## src/rtl/punc_control_fsm_pkg.sv

```systemverilog
// Shared definitions for the PUnC control unit and datapath.
// Contents: LC3 opcode constants, FSM state encoding, and the encodings of
// every datapath select line that the controller drives.
package punc_control_fsm_pkg;

  // LC3 opcodes (ir[15:12])
  localparam logic [3:0] OP_BR   = 4'b0000;
  localparam logic [3:0] OP_ADD  = 4'b0001;
  localparam logic [3:0] OP_LD   = 4'b0010;
  localparam logic [3:0] OP_ST   = 4'b0011;
  localparam logic [3:0] OP_JSR  = 4'b0100;
  localparam logic [3:0] OP_AND  = 4'b0101;
  localparam logic [3:0] OP_LDR  = 4'b0110;
  localparam logic [3:0] OP_STR  = 4'b0111;
  localparam logic [3:0] OP_RTI  = 4'b1000;
  localparam logic [3:0] OP_NOT  = 4'b1001;
  localparam logic [3:0] OP_LDI  = 4'b1010;
  localparam logic [3:0] OP_STI  = 4'b1011;
  localparam logic [3:0] OP_JMP  = 4'b1100;
  localparam logic [3:0] OP_RES  = 4'b1101;
  localparam logic [3:0] OP_LEA  = 4'b1110;
  localparam logic [3:0] OP_TRAP = 4'b1111;

  // FSM state encoding
  localparam logic [2:0] ST_INIT   = 3'd0;
  localparam logic [2:0] ST_FETCH  = 3'd1;
  localparam logic [2:0] ST_DECODE = 3'd2;
  localparam logic [2:0] ST_EXEC   = 3'd3;
  localparam logic [2:0] ST_EXEC2  = 3'd4;
  localparam logic [2:0] ST_EXEC3  = 3'd5;
  localparam logic [2:0] ST_HALT   = 3'd6;

  // Memory address source
  localparam logic [1:0] ADDR_PC  = 2'b00;
  localparam logic [1:0] ADDR_ALU = 2'b01;
  localparam logic [1:0] ADDR_ST  = 2'b10;

  // Register-file write data source
  localparam logic [1:0] WRF_PC  = 2'b00;
  localparam logic [1:0] WRF_MEM = 2'b01;
  localparam logic [1:0] WRF_ALU = 2'b10;

  // ALU operation
  localparam logic [1:0] ALU_ADD  = 2'b00;
  localparam logic [1:0] ALU_AND  = 2'b01;
  localparam logic [1:0] ALU_PASS = 2'b10;
  localparam logic [1:0] ALU_NOT  = 2'b11;

  // Single-bit selects
  localparam logic PCD_ADDER = 1'b0;  // PC load data from PC+offset adder
  localparam logic PCD_ALU   = 1'b1;  // PC load data from ALU
  localparam logic PCA_OFF11 = 1'b0;  // PC adder offset = sext(ir[10:0])
  localparam logic PCA_OFF9  = 1'b1;  // PC adder offset = sext(ir[8:0])
  localparam logic A_PC      = 1'b0;
  localparam logic A_RF      = 1'b1;
  localparam logic B_RF      = 1'b0;
  localparam logic B_SEXT    = 1'b1;
  localparam logic NZP_ALU   = 1'b0;
  localparam logic NZP_RF    = 1'b1;

endpackage

```

## src/rtl/punc_control_fsm_imm_sext.sv

```systemverilog
// punc_imm_sext: picks the ALU-B immediate for the current instruction.
//   ir        in  16  current instruction
//   sext_imm  out 16  sext5 for ADD/AND, sext6 for LDR/STR, sext9 otherwise
module punc_imm_sext
  import punc_control_fsm_pkg::*;
(
  input  logic [15:0] ir,
  output logic [15:0] sext_imm
);

  logic [15:0] sext5;
  logic [15:0] sext6;
  logic [15:0] sext9;

  assign sext5 = {{11{ir[4]}}, ir[4:0]};
  assign sext6 = {{10{ir[5]}}, ir[5:0]};
  assign sext9 = {{7{ir[8]}},  ir[8:0]};

  always_comb begin
    case (ir[15:12])
      OP_ADD, OP_AND: sext_imm = sext5;
      OP_LDR, OP_STR: sext_imm = sext6;
      default:        sext_imm = sext9;
    endcase
  end

endmodule

```

## src/rtl/punc_control_fsm.sv

```systemverilog
// punc_control_fsm: LC3 control unit for the PUnC datapath.
// Sequences INIT -> FETCH -> DECODE -> EXEC [-> EXEC2 [-> EXEC3]] and parks in
// HALT on TRAP. All outputs are combinational from the state register and ir.
//   clk, rst          clock / asynchronous active-high reset
//   ir, n, z, p       instruction and condition flags from the datapath
//   PC_*, IR_ld       program counter / instruction register controls
//   addr_MEM_sel, w_en_MEM                  memory address select, write enable
//   w_RF_sel, w_addr_RF, w_en_RF, r_addr_*  register-file controls
//   sext_data, A_sel, B_sel, ALU_sel        ALU operand / op controls
//   NZP_sel, nzp_ld   condition-code source and load
//   halted            high while in HALT
module punc_control_fsm
  import punc_control_fsm_pkg::*;
#(
  parameter logic [3:0] HALT_OPCODE = 4'b1111
) (
  input  logic        clk,
  input  logic        rst,
  input  logic [15:0] ir,
  input  logic        n,
  input  logic        z,
  input  logic        p,
  output logic        PC_ld,
  output logic        PC_data_sel,
  output logic        PC_add_sel,
  output logic        PC_clr,
  output logic        PC_inc,
  output logic        IR_ld,
  output logic [1:0]  addr_MEM_sel,
  output logic        w_en_MEM,
  output logic [1:0]  w_RF_sel,
  output logic [2:0]  w_addr_RF,
  output logic        w_en_RF,
  output logic [2:0]  r_addr_0_RF,
  output logic [2:0]  r_addr_1_RF,
  output logic [15:0] sext_data,
  output logic        A_sel,
  output logic        B_sel,
  output logic [1:0]  ALU_sel,
  output logic        NZP_sel,
  output logic        nzp_ld,
  output logic        halted
);

  logic [2:0]  state_q;
  logic [2:0]  state_d;
  logic [3:0]  opcode;
  logic [2:0]  dr;
  logic [2:0]  sr1;
  logic [15:0] sext_imm;
  logic        br_taken;

  assign opcode   = ir[15:12];
  assign dr       = ir[11:9];
  assign sr1      = ir[8:6];
  assign br_taken = (ir[11] & n) | (ir[10] & z) | (ir[9] & p);

  punc_imm_sext u_imm_sext (
    .ir       (ir),
    .sext_imm (sext_imm)
  );

  always_ff @(posedge clk or posedge rst) begin
    if (rst) state_q <= ST_INIT;
    else     state_q <= state_d;
  end

  always_comb begin
    state_d = state_q;
    case (state_q)
      ST_INIT:   state_d = ST_FETCH;
      ST_FETCH:  state_d = ST_DECODE;
      ST_DECODE: state_d = ST_EXEC;
      ST_EXEC: begin
        if (opcode == HALT_OPCODE)
          state_d = ST_HALT;
        else if (opcode == OP_LD || opcode == OP_LDR || opcode == OP_LDI)
          state_d = ST_EXEC2;
        else
          state_d = ST_FETCH;
      end
      ST_EXEC2:  state_d = (opcode == OP_LDI) ? ST_EXEC3 : ST_FETCH;
      ST_EXEC3:  state_d = ST_FETCH;
      ST_HALT:   state_d = ST_HALT;
      default:   state_d = ST_INIT;
    endcase
  end

  always_comb begin
    PC_ld        = 1'b0;
    PC_data_sel  = PCD_ADDER;
    PC_add_sel   = PCA_OFF11;
    PC_clr       = 1'b0;
    PC_inc       = 1'b0;
    IR_ld        = 1'b0;
    addr_MEM_sel = ADDR_PC;
    w_en_MEM     = 1'b0;
    w_RF_sel     = WRF_PC;
    w_addr_RF    = 3'd0;
    w_en_RF      = 1'b0;
    r_addr_0_RF  = 3'd0;
    r_addr_1_RF  = 3'd0;
    sext_data    = 16'd0;
    A_sel        = A_PC;
    B_sel        = B_RF;
    ALU_sel      = ALU_ADD;
    NZP_sel      = NZP_ALU;
    nzp_ld       = 1'b0;
    halted       = 1'b0;
    case (state_q)
      ST_INIT:  PC_clr = 1'b1;
      ST_FETCH: IR_ld  = 1'b1;
      // Second IR load re-reads the same word while PC advances, so ir is
      // stable and valid for the whole of EXEC.
      ST_DECODE: begin
        IR_ld  = 1'b1;
        PC_inc = 1'b1;
      end
      ST_EXEC: begin
        if (opcode != HALT_OPCODE) begin
          case (opcode)
            OP_ADD, OP_AND, OP_NOT: begin
              A_sel       = A_RF;
              r_addr_0_RF = sr1;
              if (opcode == OP_NOT) begin
                ALU_sel = ALU_NOT;
              end else begin
                ALU_sel = (opcode == OP_AND) ? ALU_AND : ALU_ADD;
                if (ir[5]) begin
                  B_sel     = B_SEXT;
                  sext_data = sext_imm;
                end else begin
                  r_addr_1_RF = ir[2:0];
                end
              end
              w_RF_sel  = WRF_ALU;
              w_addr_RF = dr;
              w_en_RF   = 1'b1;
              nzp_ld    = 1'b1;
            end
            OP_BR: begin
              PC_ld      = br_taken;
              PC_add_sel = br_taken ? PCA_OFF9 : PCA_OFF11;
            end
            OP_JMP: begin
              A_sel       = A_RF;
              r_addr_0_RF = sr1;
              ALU_sel     = ALU_PASS;
              PC_ld       = 1'b1;
              PC_data_sel = PCD_ALU;
            end
            // R7 captures the incremented PC in the same cycle the PC is
            // loaded, so JSRR R7 still sees the old R7 on the read port.
            OP_JSR: begin
              w_RF_sel  = WRF_PC;
              w_addr_RF = 3'd7;
              w_en_RF   = 1'b1;
              PC_ld     = 1'b1;
              if (!ir[11]) begin
                A_sel       = A_RF;
                r_addr_0_RF = sr1;
                ALU_sel     = ALU_PASS;
                PC_data_sel = PCD_ALU;
              end
            end
            OP_LEA: begin
              B_sel     = B_SEXT;
              sext_data = sext_imm;
              w_RF_sel  = WRF_ALU;
              w_addr_RF = dr;
              w_en_RF   = 1'b1;
              nzp_ld    = 1'b1;
            end
            // Loads and stores compute their address on the ALU:
            // PC + sext9 for LD/ST/LDI, RF[sr1] + sext6 for LDR/STR.
            OP_LD, OP_LDR, OP_LDI, OP_ST, OP_STR: begin
              B_sel        = B_SEXT;
              sext_data    = sext_imm;
              addr_MEM_sel = ADDR_ALU;
              if (opcode == OP_LDR || opcode == OP_STR) begin
                A_sel       = A_RF;
                r_addr_0_RF = sr1;
              end
              if (opcode == OP_ST || opcode == OP_STR) begin
                r_addr_1_RF = dr;
                w_en_MEM    = 1'b1;
              end else begin
                w_RF_sel  = WRF_MEM;
                w_addr_RF = dr;
                w_en_RF   = 1'b1;
              end
            end
            default: ;  // STI, RTI, reserved: no operation
          endcase
        end
      end
      ST_EXEC2: begin
        r_addr_0_RF = dr;
        if (opcode == OP_LDI) begin
          // Indirect step: the pointer just loaded into DR addresses memory.
          A_sel        = A_RF;
          ALU_sel      = ALU_PASS;
          addr_MEM_sel = ADDR_ALU;
          w_RF_sel     = WRF_MEM;
          w_addr_RF    = dr;
          w_en_RF      = 1'b1;
        end else begin
          NZP_sel = NZP_RF;
          nzp_ld  = 1'b1;
        end
      end
      ST_EXEC3: begin
        r_addr_0_RF = dr;
        NZP_sel     = NZP_RF;
        nzp_ld      = 1'b1;
      end
      ST_HALT: halted = 1'b1;
      default: ;
    endcase
  end

endmodule

```

## config.mk

```make
export PLATFORM = sky130hd
export DESIGN_NAME = punc_control_fsm
export DESIGN_NICKNAME = d
export VERILOG_FILES = /design/src/rtl/punc_control_fsm_pkg.sv /design/src/rtl/punc_control_fsm_imm_sext.sv /design/src/rtl/punc_control_fsm.sv
export SDC_FILE = /design/constraint.sdc
export NUM_CORES = 1
export LEC_CHECK = 0
export BUFFER_PORTS_ARGS = -buffer_cell sky130_fd_sc_hd__buf_4
export CORE_ASPECT_RATIO = 0.6
export CORE_MARGIN = 2
export CORE_UTILIZATION = 43
export CTS_CLUSTER_SIZE = 8
export DETAILED_ROUTE_END_ITERATION = 10
export PLACE_DENSITY_LB_ADDON = 0.3
export SYNTH_ARGS = -nofsm -noshare
export SYNTH_HDL_FRONTEND = slang
export SYNTH_HIERARCHICAL = 1
export SYNTH_SLANG_ARGS = --single-unit
export TNS_END_PERCENT = 5
```

## constraint.sdc

```tcl
create_clock -name clk -period 1.4 [get_ports clk]
set_input_delay 0.07 -clock clk [delete_from_list [all_inputs] [get_ports clk]]
set_output_delay 0.07 -clock clk [all_outputs]
set_load 0.02 [all_outputs]
```

==> metrics.txt <==
drt first pass iters 4; Util after Layout 77.6%; row count 13; clock period minus final worst setup slack 1.63 ns; post-route clock skew 0.000555 ns; peak supply drop 0.000867 V; Synth top area share 11.8%; CTS Buf Count 3; effective utilization at floorplan 46.3%; Synth Warn # 6; failing checks setup timing; initial DRC count 114; Die Y 41.7 um; Layout area overhead 67.5%; Layout Nets 215; H-tree level count 1; number of inserted diodes 0; RSZ-0062 raised after global routing true; PwrDens 1340 nW/um^2; num ports 65; Async S/R FF share, synth 100%; CP Class reg2out; HP Class in2async; worst skew pair latency 0.22 ns; Yosys top cell by area buf_4; Core Region 2200 um^2; EDFF count, synth 0; sw frac 47.5%; Syn Nets 157; Gate power share 79.0%; Residual DRC 0; pre-CTS setup slack -0.0304 ns; Routability Congestion 0.827; Synth Flop Type dfrtp_1; Synth cell types 51; CTS Buffer Depth 2; Port Buf Inserts 63; critical path required time 1.33 ns; setup ws final -0.229 ns; Lkg Pwr 0.797 nW; largest net degree at the start of global routing 23; vias in the first global route 1252; Avg WL per Cell 17.7 um; max reg flops 3; Die Area 2780 um^2; register bit count reported by yosys 3; layout cells sized above 1 61.1%; Slew @ Worst Pin 0.661 ns; Seq/Total Area, Yosys 7.38%; commonest cells after routing, fill and taps aside buf_4 (52), buf_6 (21), and2_1 (13), nor2_1 (7), nor2_2 (6); CTS sink cnt 3; normalized max-slew margin 55.9%; max-capacitance violation count 0; crit share post-route 116%; initial antenna violation count 0; biggest registers after layout state_q (3); crit path capture type primary output; Pint 1.20 mW; Startpoint Class flip-flop; Most flops, register state_q; synthesized area 1020 um^2; CP arrival 1.56 ns; commonest non-fill, non-tap cell in the layout buf_4; status complete, but fails checks; final WL 3940 um; # setup viols final 39; hpwl dp 2660 um; Gate Count Post-Synth 136; CTS root buf clkbuf_8; Psw 1.09 mW; DR vias/cell 5.84; Clock Pin Slew Worst Setup and Hold Paths 0.03 ns; Final Max Tran Viols 0; gr usage total 26.9%; final hold violation count 0; antenna-violating nets left 0; Seq pwr share 9.2%; syn avg cell area 7.48 um^2; gr ovfl total 0; Synth area leaders buf_4 (12%), and2_1 (10%), dfrtp_1 (7.4%), nor2_1 (4.4%), a21o_1 (3.7%); f_max 0.614 GHz; Vias 1302; die width 66.8 um; Clk pwr share 11.8%; worst-path maximum fanout 17; total power 2.29 mW; first-pass GRT wire length 5830 um; CTS tree yes
what timing repair did:
action	CTS	global route
setup endpoints to repair	39	40
pin swaps	5	7
hold endpoints to repair	3	0
buffers inserted	2	1
cloned	0	0
hold buffers	1	0
gates resized for setup	23	28
layout make-up:
type / count / area (um^2)
inverters: 4 / 15.0
well taps: 30 / 37.5
multi-input cells: 107 / 872
fillers: 152 / 492
repair buffers: 75 / 657
clock buffers: 4 / 45.0
flip-flops and latches: 3 / 77.6
stage by stage:
stage | hold WS, ns | instances | area [um^2] | TNS, ns
after CTS | 0.295 | 222 | 1600 | -4.98
final | 0.286 | 223 | 1700 | -6.16
after floorplan | -0.176 | 136 | 1030 | -0.259
after global placement | -0.0569 | 215 | 1440 | 0
after global routing | 0.300 | 223 | 1700 | -8.30
after detailed placement | -0.0416 | 215 | 1440 | -0.0304
cells in the mapped netlist (all sizes together), types with 2 or more instances:
cell type	n
inv	3
o21ai	4
a32o	3
nor2b	3
nor4	2
nand4	2
dfrtp	3
a21oi	5
xnor2	2
o31ai	3
a21o	5
nand2b	5
a211oi	3
nand3	6
mux2	2
and3b	2
nor2	13
nand2	6
nor3b	3
a22oi	3
buf	22
nand3b	3
and2	17
worst max-delay path, cell delays in order (launching register included):
cell and delay, ns:
dfrtp_1 0.42, nand3b_4 0.23, nor3b_4 0.23, buf_12 0.16
and2_1 0.16, buf_6 0.13
cells by family (layout without fill, tap and decap cells):
kind of cell,Yosys count,after routing,synth area share (%)
buffers and inverters,26,83,18.1
multiplexers,2,2,2.58
AND/OR/NAND/NOR,68,68,44.4
other,1,1,0.369
XOR/XNOR,2,2,1.72
AO/OA/AOI/OAI,34,34,25.5
flip-flops,3,3,7.38
power groups by stage:
stage	Clock, mW	Combinational (mW)	Sequential (mW)
floorplan	0	0.998	0.136
global placement	0	1.48	0.181
detailed placement	0	1.51	0.187
CTS	0.259	1.64	0.202
global route	0.279	1.92	0.218
finish	0.270	1.81	0.212
layer usage:
metal / vias up / share of wire, % / track usage, % / wire length [um]
li1: 588 / - / - / -
met1: 624 / 41 / 34.7 / 1630
met2: 76 / 49 / 44.6 / 1940
met3: 14 / 7.2 / 4.07 / 285
met4: 0 / 2.3 / 11.0 / 92
met5: - / 0 / 0 / 0
worst paths after layout:
path / cells after the start / endpoint / slack (ns) / start
max: 5 / sext_data[12] / -0.23 / state_q[2]$_DFF_PP0_
min: 3 / state_q[1]$_DFF_PP0_ / 0.29 / rst
max reg2reg: 4 / state_q[2]$_DFF_PP0_ / 0.01 / state_q[1]$_DFF_PP0_
min reg2reg: 2 / state_q[1]$_DFF_PP0_ / 0.72 / state_q[2]$_DFF_PP0_
max in group asynchronous: 3 / state_q[0]$_DFF_PP0_ / 0.95 / rst
min in group clk: 4 / state_q[1]$_DFF_PP0_ / 0.44 / ir[12]
(Power assumes the default switching activity.)
